## config.mk

```make
export PLATFORM = sky130hd
export DESIGN_NAME = pipe_seq_ctrl
export DESIGN_NICKNAME = d
export VERILOG_FILES = /design/src/rtl/pipe_seq_pkg.sv /design/src/rtl/pipe_seq_watchdog.sv /design/src/rtl/pipe_seq_ctrl.sv
export SDC_FILE = /design/constraint.sdc
export NUM_CORES = 1
export LEC_CHECK = 0
export CORE_MARGIN = 2
export CORE_UTILIZATION = 38
export CTS_CLUSTER_SIZE = 30
export DETAILED_ROUTE_END_ITERATION = 8
export PLACE_DENSITY = 0.75
export SYNTH_ARGS = -nofsm -noshare
export SYNTH_HDL_FRONTEND = slang
export SYNTH_HIERARCHICAL = 1
export SYNTH_SLANG_ARGS = --single-unit
```

## constraint.sdc

```tcl
create_clock -name clk -period 1.53 [get_ports clk]
set_input_delay 0.459 -clock clk [delete_from_list [all_inputs] [get_ports clk]]
set_output_delay 0.459 -clock clk [all_outputs]
set_load 0.005 [all_outputs]
```

## src/rtl/pipe_seq_pkg.sv

```systemverilog
// Shared types and constants for the frame-pipeline sequencer.
package pipe_seq_pkg;

  typedef enum logic [1:0] {
    IDLE,
    RUN,
    ERR
  } state_t;

  localparam int MAX_STAGES  = 8;
  localparam int ERR_STAGE_W = 3;
  localparam int IDX_W       = $clog2(MAX_STAGES);

endpackage

```

## src/rtl/pipe_seq_watchdog.sv

```systemverilog
// Per-stage watchdog: counts cycles since the last clear and flags expiry
// when the count reaches a non-zero limit.
module pipe_seq_watchdog #(
  parameter int TMO_W = 16
) (
  input  logic             clk,
  input  logic             rst,
  input  logic             clear,
  input  logic             count_en,
  input  logic [TMO_W-1:0] limit,
  output logic             expire
);

  logic [TMO_W-1:0] cnt_q, cnt_d;

  always_comb begin
    cnt_d = cnt_q;
    if (clear) begin
      cnt_d = '0;
    end else if (count_en) begin
      cnt_d = cnt_q + 1'b1;
    end
  end

  always_ff @(posedge clk or posedge rst) begin
    if (rst) begin
      cnt_q <= '0;
    end else begin
      cnt_q <= cnt_d;
    end
  end

  // Expiry is not masked by clear, so it beats a done arriving in the same cycle.
  assign expire = count_en && (limit != '0) && (cnt_q == limit);

endmodule

```

## src/rtl/pipe_seq_ctrl.sv

```systemverilog
// Frame-pipeline sequencer: steps a frame through NUM_STAGES one-hot stages with
// looping, abort and a frame counter. The watchdog/ERR path exists only with PIPE_SEQ_WATCHDOG_EN.
module pipe_seq_ctrl
  import pipe_seq_pkg::*;
#(
  parameter int NUM_STAGES = 3,
  parameter int TMO_W      = 16,
  parameter int FRAME_W    = 16
) (
  input  logic                   clk,
  input  logic                   rst,
  input  logic                   start,
  input  logic                   loop,
  input  logic                   abort,
  input  logic [NUM_STAGES-1:0]  stage_done,
  input  logic [TMO_W-1:0]       tmo_limit,
  output logic [NUM_STAGES-1:0]  stage_en,
  output logic                   busy,
  output logic                   frame_done,
  output logic                   error,
  output logic [ERR_STAGE_W-1:0] err_stage,
  output logic [FRAME_W-1:0]     frame_cnt
);

  state_t                state_q, state_d;
  logic [IDX_W-1:0]      idx_q, idx_d;
  logic [NUM_STAGES-1:0] stage_en_q, stage_en_d;
  logic                  busy_q, busy_d;
  logic                  frame_done_q, frame_done_d;
  logic [FRAME_W-1:0]    frame_cnt_q, frame_cnt_d;
  logic                  done_hit;
  logic                  last_stage;

`ifdef PIPE_SEQ_WATCHDOG_EN
  logic                   error_q, error_d;
  logic [ERR_STAGE_W-1:0] err_stage_q, err_stage_d;
  logic                   wd_clear;
  logic                   wd_count_en;
  logic                   wd_expire;

  // The counter restarts whenever a stage is (re)entered or the sequencer leaves RUN.
  assign wd_clear    = (state_q != RUN) || done_hit || abort;
  assign wd_count_en = (state_q == RUN);

  pipe_seq_watchdog #(
    .TMO_W(TMO_W)
  ) u_watchdog (
    .clk     (clk),
    .rst     (rst),
    .clear   (wd_clear),
    .count_en(wd_count_en),
    .limit   (tmo_limit),
    .expire  (wd_expire)
  );
`else
  logic unused_tmo_limit;
  assign unused_tmo_limit = ^tmo_limit;
`endif

  // Only the done strobe of the active stage counts; the others are ignored.
  always_comb begin
    done_hit = 1'b0;
    for (int i = 0; i < NUM_STAGES; i++) begin
      if (idx_q == IDX_W'(i)) begin
        done_hit = stage_done[i];
      end
    end
  end

  assign last_stage = (idx_q == IDX_W'(NUM_STAGES - 1));

  always_comb begin
    state_d      = state_q;
    idx_d        = idx_q;
    frame_done_d = 1'b0;
    frame_cnt_d  = frame_cnt_q;
`ifdef PIPE_SEQ_WATCHDOG_EN
    error_d      = error_q;
    err_stage_d  = err_stage_q;
`endif
    case (state_q)
      IDLE: begin
        if (start) begin
          state_d = RUN;
          idx_d   = '0;
        end
      end
      RUN: begin
        if (abort) begin
          state_d = IDLE;
          idx_d   = '0;
`ifdef PIPE_SEQ_WATCHDOG_EN
        end else if (wd_expire) begin
          state_d     = ERR;
          error_d     = 1'b1;
          err_stage_d = ERR_STAGE_W'(idx_q);
`endif
        end else if (done_hit) begin
          if (last_stage) begin
            frame_done_d = 1'b1;
            frame_cnt_d  = frame_cnt_q + 1'b1;
            idx_d        = '0;
            state_d      = loop ? RUN : IDLE;
          end else begin
            idx_d = idx_q + 1'b1;
          end
        end
      end
`ifdef PIPE_SEQ_WATCHDOG_EN
      ERR: begin
        if (abort) begin
          state_d = IDLE;
          idx_d   = '0;
          error_d = 1'b0;
        end
      end
`endif
      default: begin
        state_d = IDLE;
        idx_d   = '0;
      end
    endcase
  end

  // Outputs are decoded from the next state so they appear on the edge that enters it.
  always_comb begin
    stage_en_d = '0;
    busy_d     = 1'b0;
    if (state_d == RUN) begin
      stage_en_d = NUM_STAGES'(1) << idx_d;
      busy_d     = 1'b1;
    end
  end

  always_ff @(posedge clk or posedge rst) begin
    if (rst) begin
      state_q      <= IDLE;
      idx_q        <= '0;
      stage_en_q   <= '0;
      busy_q       <= 1'b0;
      frame_done_q <= 1'b0;
      frame_cnt_q  <= '0;
`ifdef PIPE_SEQ_WATCHDOG_EN
      error_q      <= 1'b0;
      err_stage_q  <= '0;
`endif
    end else begin
      state_q      <= state_d;
      idx_q        <= idx_d;
      stage_en_q   <= stage_en_d;
      busy_q       <= busy_d;
      frame_done_q <= frame_done_d;
      frame_cnt_q  <= frame_cnt_d;
`ifdef PIPE_SEQ_WATCHDOG_EN
      error_q      <= error_d;
      err_stage_q  <= err_stage_d;
`endif
    end
  end

  assign stage_en   = stage_en_q;
  assign busy       = busy_q;
  assign frame_done = frame_done_q;
  assign frame_cnt  = frame_cnt_q;
`ifdef PIPE_SEQ_WATCHDOG_EN
  assign error      = error_q;
  assign err_stage  = err_stage_q;
`else
  assign error      = 1'b0;
  assign err_stage  = '0;
`endif

endmodule

```

==> results of run 1 <==
==> worst max-delay path by stage <==
stage / end / slack [ns] / depth (start not counted)
6_report: stage_en[1] / 0.007 / 7
4_1_cts: frame_cnt[8] / -0.04 / 4
3_5_place_dp: frame_cnt[8] / -0.50 / 5
2_1_floorplan: frame_cnt[1] / 0.04 / 3
3_3_place_gp: frame_cnt[8] / -0.45 / 5
5_1_grt: stage_en[2] / -0.07 / 5
==> cell usage in the layout (no fill, tap or decap), drive strengths merged, types with 3 or more instances in the layout <==
cell / instances
nor2: 4
xnor2: 13
dlygate4sd2: 22
nand3: 7
nor3b: 3
clkdlybuf4s50: 4
buf: 30
nand4: 7
conb: 5
nor3: 6
inv: 3
dfrtp: 26
clkbuf: 4
nand2: 10
==> metrics by stage <==
stage               TNS [ns]  hold slack [ns]  std cells   power, W  utilization [%]
floorplan                  0           0.4684        104  0.0007569                -
global placement      -8.650           0.4681        173  0.0007978            52.58
detailed placement    -9.180           0.4716        173  0.0008000            52.58
CTS                 -0.04267           0.4805        193   0.001134            57.21
global route         -0.2977           0.5048        195   0.001187            58.88
finish                     0           0.4713        195   0.001139            58.88
==> metal layers <==
layer	global-route usage, %	vias to the layer above	routed length, um
met4	7.619	0	45
met1	17.13	474	942
met2	27.33	27	1318
met3	2.165	4	118
met5	0	-	0
li1	-	463	-
==> report_power, final <==
group | switching (W) | internal, W | total (W)
combinational | 0.0000475 | 0.0000480 | 0.0000955
clock | 0.000198 | 0.000146 | 0.000344
sequential | 0.00000351 | 0.000696 | 0.000700
total | 0.000249 | 0.000890 | 0.00114
==> worst max-delay path, stage by stage, from the launching register on <==
cell     delay [ns]
dfrtp_1        0.41
buf_4          0.14
nor3b_2        0.16
buf_4          0.18
buf_6          0.11
a21oi_4        0.05
mux2i_4        0.19
nor3b_2        0.21
==> registers in the layout (all words and copies together) (netlist names) <==
signal and flops:
busy 1, frame_done 1, state_q 2, frame_cnt 16
idx_q 3, stage_en 3
==> layout make-up <==
| type | count | area [sq um] |
|---|---|---|
| fill | 261 | 1235 |
| sequential | 26 | 651.9 |
| multi-input combinational | 71 | 543.0 |
| timing repair buffer | 58 | 484.2 |
| tap | 33 | 41.29 |
| clock buffer | 4 | 36.28 |
| inverter | 3 | 11.26 |
==> cells in the mapped netlist <==
cell type	n	area, sq um
ha_1	1	12.51
mux2_2	1	11.26
nand2_1	10	37.54
nor3b_1	2	15.01
nor3_2	1	10.01
dfrtp_1	26	650.6
nand4bb_4	1	27.53
nor2_2	1	6.260
nor3b_2	1	12.51
nand3_1	7	35.03
and3_1	1	6.260
o21a_1	1	7.510
a21oi_1	2	10.01
xor2_1	2	17.52
or3b_1	1	8.760
nand4_1	7	43.79
nor3_4	2	32.53
conb_1	1	3.750
nor2_1	3	11.26
mux2i_2	1	13.76
o21ai_1	2	10.01
a22o_1	1	8.760
buf_4	4	30.03
inv_1	3	11.26
xnor2_1	13	113.9
nor3_1	3	15.01
and4_1	1	8.760
or3b_4	1	11.26
==> cell families (layout without fill, tap and decap cells) <==
logic type / count (synthesis) / count (layout) / share of synthesized area (%)
AND/OR/NAND/NOR: 42 / 42 / 23.81
flip-flops: 26 / 26 / 55.03
XOR/XNOR: 15 / 15 / 11.11
buffers and inverters: 7 / 65 / 3.492
AO/OA/AOI/OAI: 6 / 6 / 3.069
multiplexers: 2 / 2 / 2.116
adder cells (fa/ha/maj): 1 / 1 / 1.058
other: 1 / 5 / 0.3172
==> repair_timing <==
item / in CTS / in global routing
gates cloned: 0 / 0
setup endpoints to repair: 40 / 10
hold endpoints to repair: 0 / 0
gates resized for setup: 27 / 7
buffers inserted: 16 / 2
pin swaps: 4 / 6
==> impl_metrics.env, run 1 <==
export IMPL_setup_worst_path_start_class="flop"
export IMPL_post_drt_wl_per_cell_um=12.44
export IMPL_syn_area_sq_um=1182
export IMPL_yosys_warnings=6
export IMPL_grt_max_degree=27
export IMPL_totalWireLength_mm=2.425
export IMPL_peakVddDrop_uv=294.8
export IMPL_finalSetupViolCount=0
export IMPL_cp_end_kind="flop"
export IMPL_cts_root_buf="clkbuf_4"
export IMPL_status="finished clean"
export IMPL_die_area_sq_um=3574
export IMPL_crit_fanout=7
export IMPL_synthCells=100
export IMPL_drc=0
export IMPL_maxCapViolCount=0
export IMPL_area_growth_pct=49.52
export IMPL_drt_iter0_drc=39
export IMPL_ios=49
export IMPL_die_w_um=59.78
export IMPL_finalInstanceArea_sq_um=1768
export IMPL_num_vias=968
export IMPL_dpl_hpwl_mm=1.697
export IMPL_cts_sinks=26
export IMPL_arrival_ns=1.77
export IMPL_p_per_area_nw_per_um2=644.3
export IMPL_grtUsageTotal_pct=15.13
export IMPL_clk_path_buf_depth=2
export IMPL_synth_seq_cells=26
export IMPL_hold_class="primary input to async pin"
export IMPL_holdBufCountCts=0
export IMPL_start_util_pct=39.38
export IMPL_max_freq_mhz=656.4
export IMPL_fin_crit_ns=1.523
export IMPL_grt_pass1_wl_mm=4.043
export IMPL_worstSkewPairLatency_ns=0.32
export IMPL_r2r_end="stage_en[1]"
export IMPL_tritoncts_num_buffers=3
export IMPL_viasPerCell=4.964
export IMPL_gp_congestion=0.7880
export IMPL_r2r_slack_ns=0.007
export IMPL_final_antenna_net_count=0
export IMPL_overflow=0
export IMPL_rsz0062_at_grt="yes"
export IMPL_num_antenna_cells=0
export IMPL_startpoint="state_q[1]"
export IMPL_reg2regPathDepth=7
export IMPL_avgSynthCellArea_sq_um=11.82
export IMPL_num_rows=20
export IMPL_drv_slew=0
export IMPL_finalHoldViolCount=0
export IMPL_setup_ws_ns=0.006545
export IMPL_clk_pin_slew_ns=0.14
export IMPL_pre_cts_ws_ns=-0.5048
export IMPL_skew_ns=0.002358
export IMPL_antenna_found_initial=0
export IMPL_cts_tree="yes"
export IMPL_r2r_start="state_q[1]"
export IMPL_post_dp_cell_area_sq_um=1579
export IMPL_crit_type="flop to flop"
export IMPL_first_pass_iters=4
export IMPL_fin_nets=188
export IMPL_yosysSeqAreaShare_pct=55.03
export IMPL_fp_dieH_um=59.78
export IMPL_p_leak_nw=0.9391
export IMPL_htree_levels=1
export IMPL_grt_pass1_vias=946
export IMPL_crit_required_ns=1.78
export IMPL_coreArea_sq_um=3003
export IMPL_finalCritPeriodShare_pct=99.57
export IMPL_io_buffers=28
export IMPL_ys_types=28
export IMPL_drive_above_1_share_pct=30.25
Note: power is estimated with default switching activity, not from simulation.
==> run 2: changes to the inputs <==
--- a/config.mk
+++ b/config.mk
@@ -10,6 +10,7 @@
 export CTS_CLUSTER_SIZE = 30
 export DETAILED_ROUTE_END_ITERATION = 8
 export PLACE_DENSITY = 0.75
+export SLEW_MARGIN = 40
 export SYNTH_ARGS = -nofsm -noshare
 export SYNTH_HDL_FRONTEND = slang
 export SYNTH_HIERARCHICAL = 1
==> results of run 2 <==
No change in the layout: final DEF, timing and power equal those of run 1.
==> run 3: changes to the inputs <==
==> constraint.sdc (replaced) <==
create_clock -name clk -period 1.53 [get_ports clk]
set_input_delay 0.306 -clock clk [delete_from_list [all_inputs] [get_ports clk]]
set_output_delay 0.306 -clock clk [all_outputs]
set_load 0.005 [all_outputs]
==> run 3 against run 2 <==
The flow now finishes with violations (negative setup slack). Via count is 4.0% higher. Power rose by 13%. Die area stayed put. Maximum frequency is 2.0% lower. Wire length increased by 18%. Non-clock buffer count increased by 6. Sequential share of layout area is 3.4 points lower. Critical path type unchanged. Largest cell class unchanged.
==> impl_metrics.env, run 3 (synthesis results as in run 1) <==
export IMPL_tritoncts_num_buffers=3
export IMPL_gp_congestion=0.7671
export IMPL_fin_tns_setup_ns=-0.04071
export IMPL_crit_type="flop to flop"
export IMPL_hold_class="primary input to async pin"
export IMPL_pwr_share_comb_pct=8.5
export IMPL_setup_worst_path_start_class="flop"
export IMPL_htree_levels=1
export IMPL_crit_fanout=4
export IMPL_io_buffers=28
export IMPL_p_total_w=0.001283
export IMPL_cts_tree="yes"
export IMPL_drv_slew=0
export IMPL_post_dp_cell_area_sq_um=1556
export IMPL_critical_path_buf_inv_count=1
export IMPL_die_area_sq_um=3574
export IMPL_worstSkewPairLatency_ns=0.33
export IMPL_p_sw_w=0.0002652
export IMPL_grtUsageTotal_pct=16.60
export IMPL_coreArea_sq_um=3003
export IMPL_p_int_w=0.001018
export IMPL_finalCritPeriodShare_pct=101.6
export IMPL_finalInstanceArea_sq_um=1954
export IMPL_multiInputGateArea_sq_um=606.8
export IMPL_grt_max_degree=27
export IMPL_crit_family="simple AND/OR/NAND/NOR gates"
export IMPL_num_antenna_cells=0
export IMPL_drive_above_1_share_pct=37.50
export IMPL_path_depth=4
export IMPL_final_antenna_net_count=0
export IMPL_dpl_hpwl_mm=1.702
export IMPL_grt_pass1_wl_mm=4.347
export IMPL_clk_path_buf_depth=2
export IMPL_p_per_area_nw_per_um2=656.6
export IMPL_status="complete, but fails checks"
export IMPL_post_drt_wl_per_cell_um=14.28
export IMPL_totalWireLength_mm=2.870
export IMPL_reg2regPathDepth=4
export IMPL_num_fill_cells=237
export IMPL_arrival_ns=1.78
export IMPL_violations="negative setup slack"
export IMPL_rsz0062_at_grt="yes"
export IMPL_grt_pass1_vias=1008
export IMPL_setup_ws_ns=-0.02382
export IMPL_cts_sinks=26
export IMPL_maxCapViolCount=0
export IMPL_area_growth_pct=65.29
export IMPL_fin_nets=194
export IMPL_num_rows=20
export IMPL_peakVddDrop_uv=295.1
export IMPL_netSwitchingFraction_pct=20.67
export IMPL_overflow=0
export IMPL_finalSetupViolCount=2
export IMPL_num_vias=1007
export IMPL_p_leak_nw=1.179
export IMPL_cts_root_buf="clkbuf_4"
export IMPL_ff_latch_area_sq_um=654.4
export IMPL_clk_pin_slew_ns=0.14
export IMPL_fin_crit_ns=1.554
export IMPL_crit_required_ns=1.76
export IMPL_first_pass_iters=4
export IMPL_finalHoldViolCount=0
export IMPL_start_util_pct=39.38
export IMPL_antenna_found_initial=0
export IMPL_holdBufCountCts=0
export IMPL_ios=49
export IMPL_fp_dieH_um=59.78
export IMPL_sequentialPowerShare_pct=54.5
export IMPL_power_frac_clock_pct=37.0
export IMPL_worst_path_max_delay_cell="or3b_4"
export IMPL_drt_iter0_drc=41
export IMPL_skew_ns=0.002456
export IMPL_largest_register_ff_count=16
export IMPL_viasPerCell=5.010
export IMPL_max_freq_mhz=643.6
export IMPL_drc=0
export IMPL_cp_slowest_stage_delay_ns=0.43
export IMPL_crit_path_cell_trace="or3b_4, buf_4, nor2_4, mux2_2"
export IMPL_layout_commonest_cell="buf_4"
export IMPL_cp_end_kind="flop"
export IMPL_die_w_um=59.78
export IMPL_layout_common_cells="buf_4, dfrtp_1, dlymetal6s2s_1"
[run 3: final cells by class]
type | count | share of cell area, %
flip-flops and latches | 26 | 33.48
multi-input cells | 71 | 31.05
repair buffers | 64 | 30.09
well taps | 33 | 2.113
clock inverters | 1 | 1.536
clock buffers | 3 | 1.152
inverters | 3 | 0.5762
[run 3: tightest hold or removal path: stages]
cell and delay, ns:
clkdlybuf4s50_1 0.40, inv_1 0.05, buf_4 0.31
[run 3: path summary, 6_finish.rpt]
path | from | end | slack [ns]
setup reg to reg | state_q[1] | frame_cnt[1] | -0.02
hold / removal | rst | frame_cnt[5] | 0.31
hold reg to reg | frame_cnt[15] | frame_cnt[15] | 0.54
max in group asynchronous | rst | frame_cnt[6] | 0.94
setup / recovery | state_q[1] | frame_cnt[1] | -0.02
min in group clk | frame_cnt[15] | frame_cnt[15] | 0.54
[run 3: what timing repair did]
item                                    4_1_cts  5_1_grt
buffers inserted                             19        9
pin swaps                                     4       10
gates resized for setup                      10       30
endpoints found under the hold margin         0        0
endpoints found under the setup margin       21       29
[run 3: through the flow]
stage	utilization (%)	setup WS, ns	cells	hold WS (ns)
3_5_place_dp	51.83	-0.3698	170	0.4652
5_1_grt	65.08	-0.1353	201	0.3677
4_1_cts	58.38	-0.04301	193	0.3259
3_3_place_gp	51.83	-0.3171	170	0.4632
6_report	65.08	-0.02382	201	0.3147
2_1_floorplan	-	0.07029	104	0.3460
[run 3: power groups by stage]
stage	Combinational, W	Sequential [W]	Clock (W)
floorplan	0.0000419	0.000715	0
global placement	0.0000807	0.000714	0
detailed placement	0.0000823	0.000715	0
CTS	0.0000919	0.000700	0.000483
global route	0.000121	0.000701	0.000517
finish	0.000109	0.000700	0.000474
[run 3: routing by layer]
layer	GRT usage, %	up-vias	part of all wire, %
met4	10.16	0	2.4
met1	18.72	488	39
li1	-	482	-
met5	0	-	0
met3	2.381	6	4.1
met2	29.19	31	54
